**src/rtl/dmem_ctrl.sv**
```systemverilog
// Load/store responder for a word-wide single-port sync RAM without byte enables.
// Sub-word loads are extracted/extended after the read; SB/SH use a read-modify-write pass.
module dmem_ctrl #(
  parameter int AW = 12
) (
  input  logic          clk,
  input  logic          arst_n,
  input  logic          req_valid_i,
  output logic          req_ready_o,
  input  logic          req_we_i,
  input  logic [2:0]    req_funct3_i,
  input  logic [31:0]   req_addr_i,
  input  logic [31:0]   req_wdata_i,
  output logic          resp_valid_o,
  output logic [31:0]   resp_rdata_o,
  output logic          resp_err_o,
  output logic          busy_o,
  output logic          ram_en_o,
  output logic          ram_we_o,
  output logic [AW-1:0] ram_addr_o,
  output logic [31:0]   ram_wdata_o,
  input  logic [31:0]   ram_rdata_i
);

  typedef enum logic [1:0] {IDLE, LD_WAIT, RMW} state_e;

  state_e        state_q, state_d;
  logic [2:0]    f3_q, f3_d;
  logic [1:0]    off_q, off_d;
  logic [AW-1:0] addr_q, addr_d;
  logic [31:0]   wdata_q, wdata_d;
  logic          resp_valid_q, resp_valid_d;
  logic          resp_err_q, resp_err_d;
  logic [31:0]   resp_rdata_q, resp_rdata_d;

  logic        fire, req_err;
  logic [1:0]  req_size;
  logic [31:0] ld_shift, ld_data, lane_mask, lane_ins, rmw_data;
  logic        unused_addr_hi;

  assign unused_addr_hi = ^req_addr_i[31:AW+2];

  assign req_ready_o  = (state_q == IDLE) && arst_n;
  assign busy_o       = (state_q != IDLE);
  assign resp_valid_o = resp_valid_q;
  assign resp_err_o   = resp_err_q;
  assign resp_rdata_o = resp_rdata_q;
  assign fire         = req_valid_i && req_ready_o;
  assign req_size     = req_funct3_i[1:0];

  always_comb begin
    if (req_we_i) req_err = (req_funct3_i >= 3'd3);
    else          req_err = (req_funct3_i == 3'd3) || (req_funct3_i >= 3'd6);
    if (req_size == 2'd1 && req_addr_i[0])          req_err = 1'b1;
    if (req_size == 2'd2 && req_addr_i[1:0] != 2'b0) req_err = 1'b1;
  end

  // Lane select for loads: shift the addressed lane down to bit 0, then extend.
  assign ld_shift = ram_rdata_i >> {off_q, 3'b000};

  always_comb begin
    case (f3_q)
      3'd0:    ld_data = {{24{ld_shift[7]}}, ld_shift[7:0]};
      3'd1:    ld_data = {{16{ld_shift[15]}}, ld_shift[15:0]};
      3'd4:    ld_data = {24'b0, ld_shift[7:0]};
      3'd5:    ld_data = {16'b0, ld_shift[15:0]};
      default: ld_data = ld_shift;
    endcase
  end

  // RMW merge: f3_q[0] distinguishes SH from SB.
  assign lane_mask = f3_q[0] ? (32'h0000_FFFF << {off_q[1], 4'b0000})
                             : (32'h0000_00FF << {off_q, 3'b000});
  assign lane_ins  = wdata_q << {off_q, 3'b000};
  assign rmw_data  = (ram_rdata_i & ~lane_mask) | (lane_ins & lane_mask);

  always_comb begin
    state_d      = state_q;
    f3_d         = f3_q;
    off_d        = off_q;
    addr_d       = addr_q;
    wdata_d      = wdata_q;
    resp_valid_d = 1'b0;
    resp_err_d   = 1'b0;
    resp_rdata_d = 32'b0;
    ram_en_o     = 1'b0;
    ram_we_o     = 1'b0;
    ram_addr_o   = '0;
    ram_wdata_o  = 32'b0;
    case (state_q)
      IDLE: begin
        if (fire) begin
          if (req_err) begin
            resp_valid_d = 1'b1;
            resp_err_d   = 1'b1;
          end else begin
            ram_en_o   = 1'b1;
            ram_addr_o = req_addr_i[AW+1:2];
            f3_d       = req_funct3_i;
            off_d      = req_addr_i[1:0];
            addr_d     = req_addr_i[AW+1:2];
            wdata_d    = req_wdata_i;
            if (req_we_i && req_funct3_i == 3'd2) begin
              ram_we_o     = 1'b1;
              ram_wdata_o  = req_wdata_i;
              resp_valid_d = 1'b1;
            end else if (req_we_i) begin
              state_d = RMW;
            end else begin
              state_d = LD_WAIT;
            end
          end
        end
      end
      LD_WAIT: begin
        resp_valid_d = 1'b1;
        resp_rdata_d = ld_data;
        state_d      = IDLE;
      end
      RMW: begin
        ram_en_o     = 1'b1;
        ram_we_o     = 1'b1;
        ram_addr_o   = addr_q;
        ram_wdata_o  = rmw_data;
        resp_valid_d = 1'b1;
        state_d      = IDLE;
      end
      default: state_d = IDLE;
    endcase
    // Suppress any RAM access (including a pending RMW write) while reset is held.
    if (!arst_n) begin
      ram_en_o    = 1'b0;
      ram_we_o    = 1'b0;
      ram_addr_o  = '0;
      ram_wdata_o = 32'b0;
    end
  end

  always_ff @(posedge clk) begin
    if (!arst_n) begin
      state_q      <= IDLE;
      f3_q         <= 3'b0;
      off_q        <= 2'b0;
      addr_q       <= '0;
      wdata_q      <= 32'b0;
      resp_valid_q <= 1'b0;
      resp_err_q   <= 1'b0;
      resp_rdata_q <= 32'b0;
    end else begin
      state_q      <= state_d;
      f3_q         <= f3_d;
      off_q        <= off_d;
      addr_q       <= addr_d;
      wdata_q      <= wdata_d;
      resp_valid_q <= resp_valid_d;
      resp_err_q   <= resp_err_d;
      resp_rdata_q <= resp_rdata_d;
    end
  end

endmodule
```
**config.mk**
```make
export PLATFORM = sky130hd
export DESIGN_NAME = dmem_ctrl
export DESIGN_NICKNAME = d
export VERILOG_FILES = /design/src/rtl/dmem_ctrl.sv
export SDC_FILE = /design/constraint.sdc
export NUM_CORES = 1
export LEC_CHECK = 0
export BUFFER_PORTS_ARGS = -buffer_cell sky130_fd_sc_hd__buf_2
export CORE_MARGIN = 5
export CORE_UTILIZATION = 42
export CTS_CLUSTER_SIZE = 12
export DETAILED_ROUTE_END_ITERATION = 16
export PLACE_DENSITY = 0.71
export SLEW_MARGIN = 0
export SYNTH_ARGS = -nofsm -noshare
export SYNTH_HDL_FRONTEND = slang
export SYNTH_SLANG_ARGS = --single-unit
```
**constraint.sdc**
```tcl
create_clock -name clk -period 2.1 [get_ports clk]
set_input_delay 0.105 -clock clk [delete_from_list [all_inputs] [get_ports clk]]
set_output_delay 0.105 -clock clk [all_outputs]
set_load 0.01 [all_outputs]
```
# Word level (Yosys, flattened, before mapping)
# Cells that the tools add are included.
# word_totals
reg_bits	85
latch_bits	0
ram_bits	0
mem_bits_ro	0
inputBits	103
output_inout_bits	82
elab_cells	73
mem_count	0
# classes
add_sub_neg	0
n_mul	0
n_div	0
n_lt_le_gt_ge	2
eq_ne	9
shift	4
muxes	28
bitwise_logic	6
n_reduce_logical	16
# ops
operator	n
two-way mux 32 bit	5
case mux 32 bit (4 select lines)	1
AND 32 bit	2
case mux 32 bit (2 select lines)	1
two-way mux 12 bit	3
inverter 32 bit	1
OR 32 bit	1
<< shifter 16 x 5 -> 32 bit, first input constant	1
<< shifter 32 x 5 -> 32 bit	1
<< shifter 8 x 5 -> 32 bit, first input constant	1
right shift 32 x 5 -> 32 bit	1
case mux 12 bit (2 select lines)	1
two-way mux 1 bit	13
AND reduction 3 bit	3
== test 3 x 2 -> 1 bit, second input constant	2
== test 3 bit, second input constant	2
case mux 1 bit (2 select lines)	3
logical AND 1 bit	5
== test 2 x 1 -> 1 bit, second input constant	2
== test 2 bit, second input constant	2
AND reduction 2 bit	2
nonzero test 2 bit	2
== test 3 x 1 -> 1 bit, second input constant	1
>= comparator 3 x 2 -> 1 bit, second input constant	1
other kinds (7)	8

# Longest topological paths before layout
# depth
depth_word	9
mapped_depth	8
mapped_depth_nobuf	6

# Worst setup path before layout
# No wires, ideal clock.
# synth_timing
path_type	reg-to-output
start	register state_q[0]
end	output ram_we_o
arrival_ns	1.498
required_ns	1.995
setup_slack_ns	0.497
stages_incl_launch_ff	8
n_path_buf	2
path_cell_list	dfxtp_1 -> inv_1 -> ha_1 -> nand3_1 -> a21o_1 -> buf_2 -> buf_2 -> o21ai_1
# synth_via
elab_chain_len	6
word_cells_on_any_way	7
classes_between	eq/ne: 1; mux: 3; reduce/logical: 3
# synth_lines
item	line_no	text
start: declaration	27	state_e state_q, state_d;
start signal: assignment	150	state_q <= state_d;
zero test 2 bit	43, 90	
logical AND 1 bit	43	assign req_ready_o = (state_q == IDLE) && arst_n;
logical AND 1 bit	48	assign fire = req_valid_i && req_ready_o;
two-way mux 1 bit	92	if (fire) begin
case mux 1 bit (2 select lines) *	90	case (state_q)
two-way mux 1 bit *	131	if (!arst_n) begin
end: declaration	19	output logic ram_we_o,
# Mark *: on every way between the ends. The rest lies on a longest branch, timed or not.

# Worst setup path in the final report
# layout_timing
start	register off_q[0]
end	output ram_wdata_o[15]
# layout_via
elab_chain_len	7
word_cells_on_any_way	9
classes_between	shift: 2; mux: 3; bitwise: 4
# layout_lines
item	line_no	text
start: declaration	29	logic [1:0] off_q, off_d;
start signal: assignment	143	off_q <= 2'b0;
start signal: assignment	152	off_q <= off_d;
<< shifter 8 x 5 -> 32 bit	73	: (32'h0000_00FF << {off_q, 3'b000});
two-way mux 32 bit	72	assign lane_mask = f3_q[0] ? (32'h0000_FFFF << {off_q[1], 4'b0000})
inverter 32 bit	75	assign rmw_data = (ram_rdata_i & ~lane_mask) | (lane_ins & lane_mask);
AND 32 bit	75	
OR 32 bit *	75	
case mux 32 bit (2 select lines) *	90	
two-way mux 32 bit *	131	
end: declaration	21	output logic [31:0] ram_wdata_o,
# Marked as above.

==> summary.md <==
| Metric | Value |
|---|---|
| Min Clock Period, post-route | `around 2 ns` |
| First-pass GRT wire length | `between 15 and 20 mm` |
| Synth Area in Simple Gates | `~18%` |
| Static leakage | `approximately 2.1 nW` |
| Synth Area in XOR/XNOR | `0%` |
| Main area contributors after synthesis | `dfxtp_1 36%, nand2_1 11%, a21boi_0 6.5%` |
| Core Footprint | `between 8000 and 9000 sq um` |
| Worst-path clk slew | `roughly 0.080 ns` |
| Top_reg_cell synth | `dfxtp_1` |
| Fin. Hold Viols | `0` |
| GRT Total Usage | `approximately a fifth` |
| Clk_lat worst skew | `~0.35 ns` |
| P per Cell Area | `roughly 590 nW/um^2` |
| Layout Skew | `between 0.015 and 0.02 ns` |
| FF-to-FF End | `resp_rdata_o[21]` |
| Synthesized area per cell | `around 8 sq um` |
| Worst path max stage delay | `0.40 ns` |
| 1st-iter DRT viols | `roughly 270` |
| Slew margin rel. | `between 20% and 30%` |
| Die Y | `between 100 and 150 microns` |
| Total vias in the final route | `~4,100` |
| DR WL/cell | `17.0 microns` |
| Compound-Gate Fraction of Synth Area | `a little under a third` |
| Number of synthesized register bits | `just under 70` |
| CTS H-Tree Depth | `3` |
| Critical Path RT | `roughly 2 ns` |
| Synth Cell Area | `3800 sq um` |
| Area Overhead vs Synth | `32.9%` |
| Overall overflow remaining after global route | `0` |
| Register area share after synthesis | `36.3%` |
| Worst R2R Path Depth | `3` |
| Slew Viols, Final | `0` |
| Peak VDD IR | `about 0.33 mV` |
| DRC violations left | `0` |
| Layout cells sized above 1 | `a little over a third` |
| Tightest Hold Check Type | `in -> reg` |
| Pwr Total | `~3.0 mW` |
| Die Wd | `105 microns` |
| Critical path startpoint category | `flip-flop` |
| Final nets | `approximately 740` |
| Largest net degree at the start of global routing | `47` |
| Port Buffers | `~170` |
| Final setup fails | `0` |
| Mux cell area share after synthesis | `under 10%` |
| Status | `finished clean` |
| CP Capture Type | `primary output` |
| Ports | `185` |
| DP HPWL | `around 9.3 mm` |
| Root Driver | `clkbuf_8` |
| Worst Hold End | `wdata_q[9]` |
| Initial antenna violation count | `2` |
| HP Start | `req_wdata_i[9]` |
| Final WS setup | `between 0.06 and 0.07 ns` |
| Syn Nets | `just under 600` |
| Top-area cell type share of the netlist area | `a little over a third` |
| Yosys warnings | `0` |
| WS Path Type | `reg -> out` |
| Post-DRT Antenna Nets | `0` |
| Largest family of logic cells by synthesized area | `compound AO/OA/AOI/OAI gates` |
| Via density | `~5.5` |
| F_max | `0.492 GHz` |
| Router iterations before antenna repair | `5` |
| Adder-Cell Fraction of Synth Area | `roughly 1.3%` |
| Crit path max-delay cell type | `o21ba_2` |
| Crit Reg-Reg Startpoint | `f3_q[0]` |
| Gate Count Post-Synth | `between 400 and 500` |
| CP max FO | `16` |
| Place WS | `slightly above 0.2 ns` |
| Crit path from | `off_q[0]` |
| Crit path DAT | `a little under 2 ns` |
| Post-synth ARST share | `0%` |
| EDFF count, synth | `0` |
| Unrepaired setup endpoints after global routing | `yes` |
| RD Place Congestion | `about 0.9` |
| Vias in the first global route | `3,882` |
| Period utilisation layout | `about 97%` |
| Hold Path Cell Cnt | `3` |
| Max-Cap Viols | `0` |
| Sink Count | `69` |
| Clock Path Buffers | `2` |
| Row count | `34` |
| Routed WL | `12.6 mm` |
| CTS tree | `yes` |
| Die Area | `between 10,000 and 15,000 sq um` |
| CP cell instances | `buf_4, o21ba_2, nor2_1, a21oi_1, a32o_1, buf_2` |
| Reg2Reg Setup Slack | `approximately 0.20 ns` |
| Initial core utilization | `43.4%` |
| Netlist cell types | `40` |
| Slew @ Worst Pin | `1.10 ns` |
| Inserted Clock Buffers | `9` |
| Leading area contributor after synthesis | `dfxtp_1` |
==> what timing repair did <==
item,in CTS,in global routing
hold buffers,3,0
endpoints found under the setup margin,44,44
endpoints found under the hold margin,3,0
resized for setup,3,14
setup buffers,0,2
pin swaps,0,2
cloned,0,2
==> kinds of logic (layout without fill, tap and decap cells) <==
| logic type | Yosys count | in the layout |
|---|---|---|
| adder cells (fa/ha/maj) | 4 | 4 |
| AND/OR/NAND/NOR | 159 | 159 |
| other | 0 | 2 |
| buffers and inverters | 49 | 208 |
| flip-flops | 69 | 69 |
| AO/OA/AOI/OAI | 169 | 169 |
| multiplexers | 26 | 26 |
==> critical path, delay by kind of cell, from the launching register on <==
family                 cells  cell delay, ns
DFF                        1            0.34
AOI/OAI and AO/OA          3            0.78
and+or+nand+nor            1            0.10
buffers and inverters      2            0.37
==> state kept, by name, indices dropped and copies added, names as in the netlist <==
signal / cells
resp_rdata_o: 32
f3_q: 3
addr_q: 12
state_q: 2
resp_err_o: 1
wdata_q: 16
resp_valid_o: 1
off_q: 2
==> where the power goes <==
group | switching, mW | internal, mW | total, mW
logic | 0.269 | 0.198 | 0.466
registers | 0.0193 | 1.34 | 1.36
clock network | 0.574 | 0.563 | 1.14
total | 0.862 | 2.10 | 2.96
==> per-stage QoR <==
| stage | utilization, % | hold slack, ns | instance area, sq um | instances | setup TNS, ns |
|---|---|---|---|---|---|
| 3_3_place_gp | 53.5 | 0.368 | 4680 | 720 | 0 |
| 4_1_cts | 56.3 | 0.00192 | 4930 | 739 | 0 |
| 6_report | 57.6 | 0.0178 | 5050 | 745 | 0 |
| 2_1_floorplan | - | 0.219 | 3800 | 476 | 0 |
| 5_1_grt | 57.6 | 0.0146 | 5050 | 745 | -0.131 |
| 3_5_place_dp | 53.5 | 0.375 | 4680 | 720 | 0 |
==> synth_stat cells, drive strengths merged, types with 2 or more instances <==
cell type and instances:
mux2i 16, nand2 108, o21ai 17, and2 9, ha 4, o2bb2ai 24
mux2 10, clkbuf 21, a21boi 33, nor2 19, buf 24, or2 3
a32o 8, dfxtp 69, a22oi 16, a21oi 46, nand2b 2, o211ai 2
nand3 2, a211oi 14, inv 4, nor2b 13
==> cell type report <==
cell class	count	area, sq um
Fill cell	833	3710
Timing Repair Buffer	188	1060
Tap cell	108	135
Sequential cell	69	1380
Multi-Input combinational cell	358	2240
Clock buffer	9	124
Inverter	4	15.0
Clock inverter	7	80.1
Antenna cell	2	5.00
==> cell usage in the layout (no fill, tap or decap), drive strengths merged, types with 3 or more instances in the layout <==
master,instances
buf,183
nand2,108
dfxtp,69
a21oi,46
a21boi,33
o2bb2ai,24
nor2,19
o21ai,17
mux2i,16
a22oi,16
a211oi,14
nor2b,13
clkbuf,11
mux2,10
and2,9
a32o,8
inv,7
ha,4
dlygate4sd3,3
or2,3
==> layer usage <==
metal  track usage [%]  vias to the layer above  wire [microns]
met4              7.40                        0             282
met5                 0                        -               0
met1              29.4                     1867            5490
li1                  -                     2005               -
met2              32.7                      189            5870
met3              5.18                       21             981
==> worst max path at each step <==
stage | slack (ns) | to
after global routing | -0.03 | ram_wdata_o[15]
final | 0.07 | ram_wdata_o[15]
after floorplan | 0.50 | ram_we_o
after CTS | 0.007 | ram_wdata_o[23]
after detailed placement | 0.21 | resp_rdata_o[29]
after global placement | 0.25 | ram_addr_o[9]
Note: power is estimated with default switching activity, not from simulation.
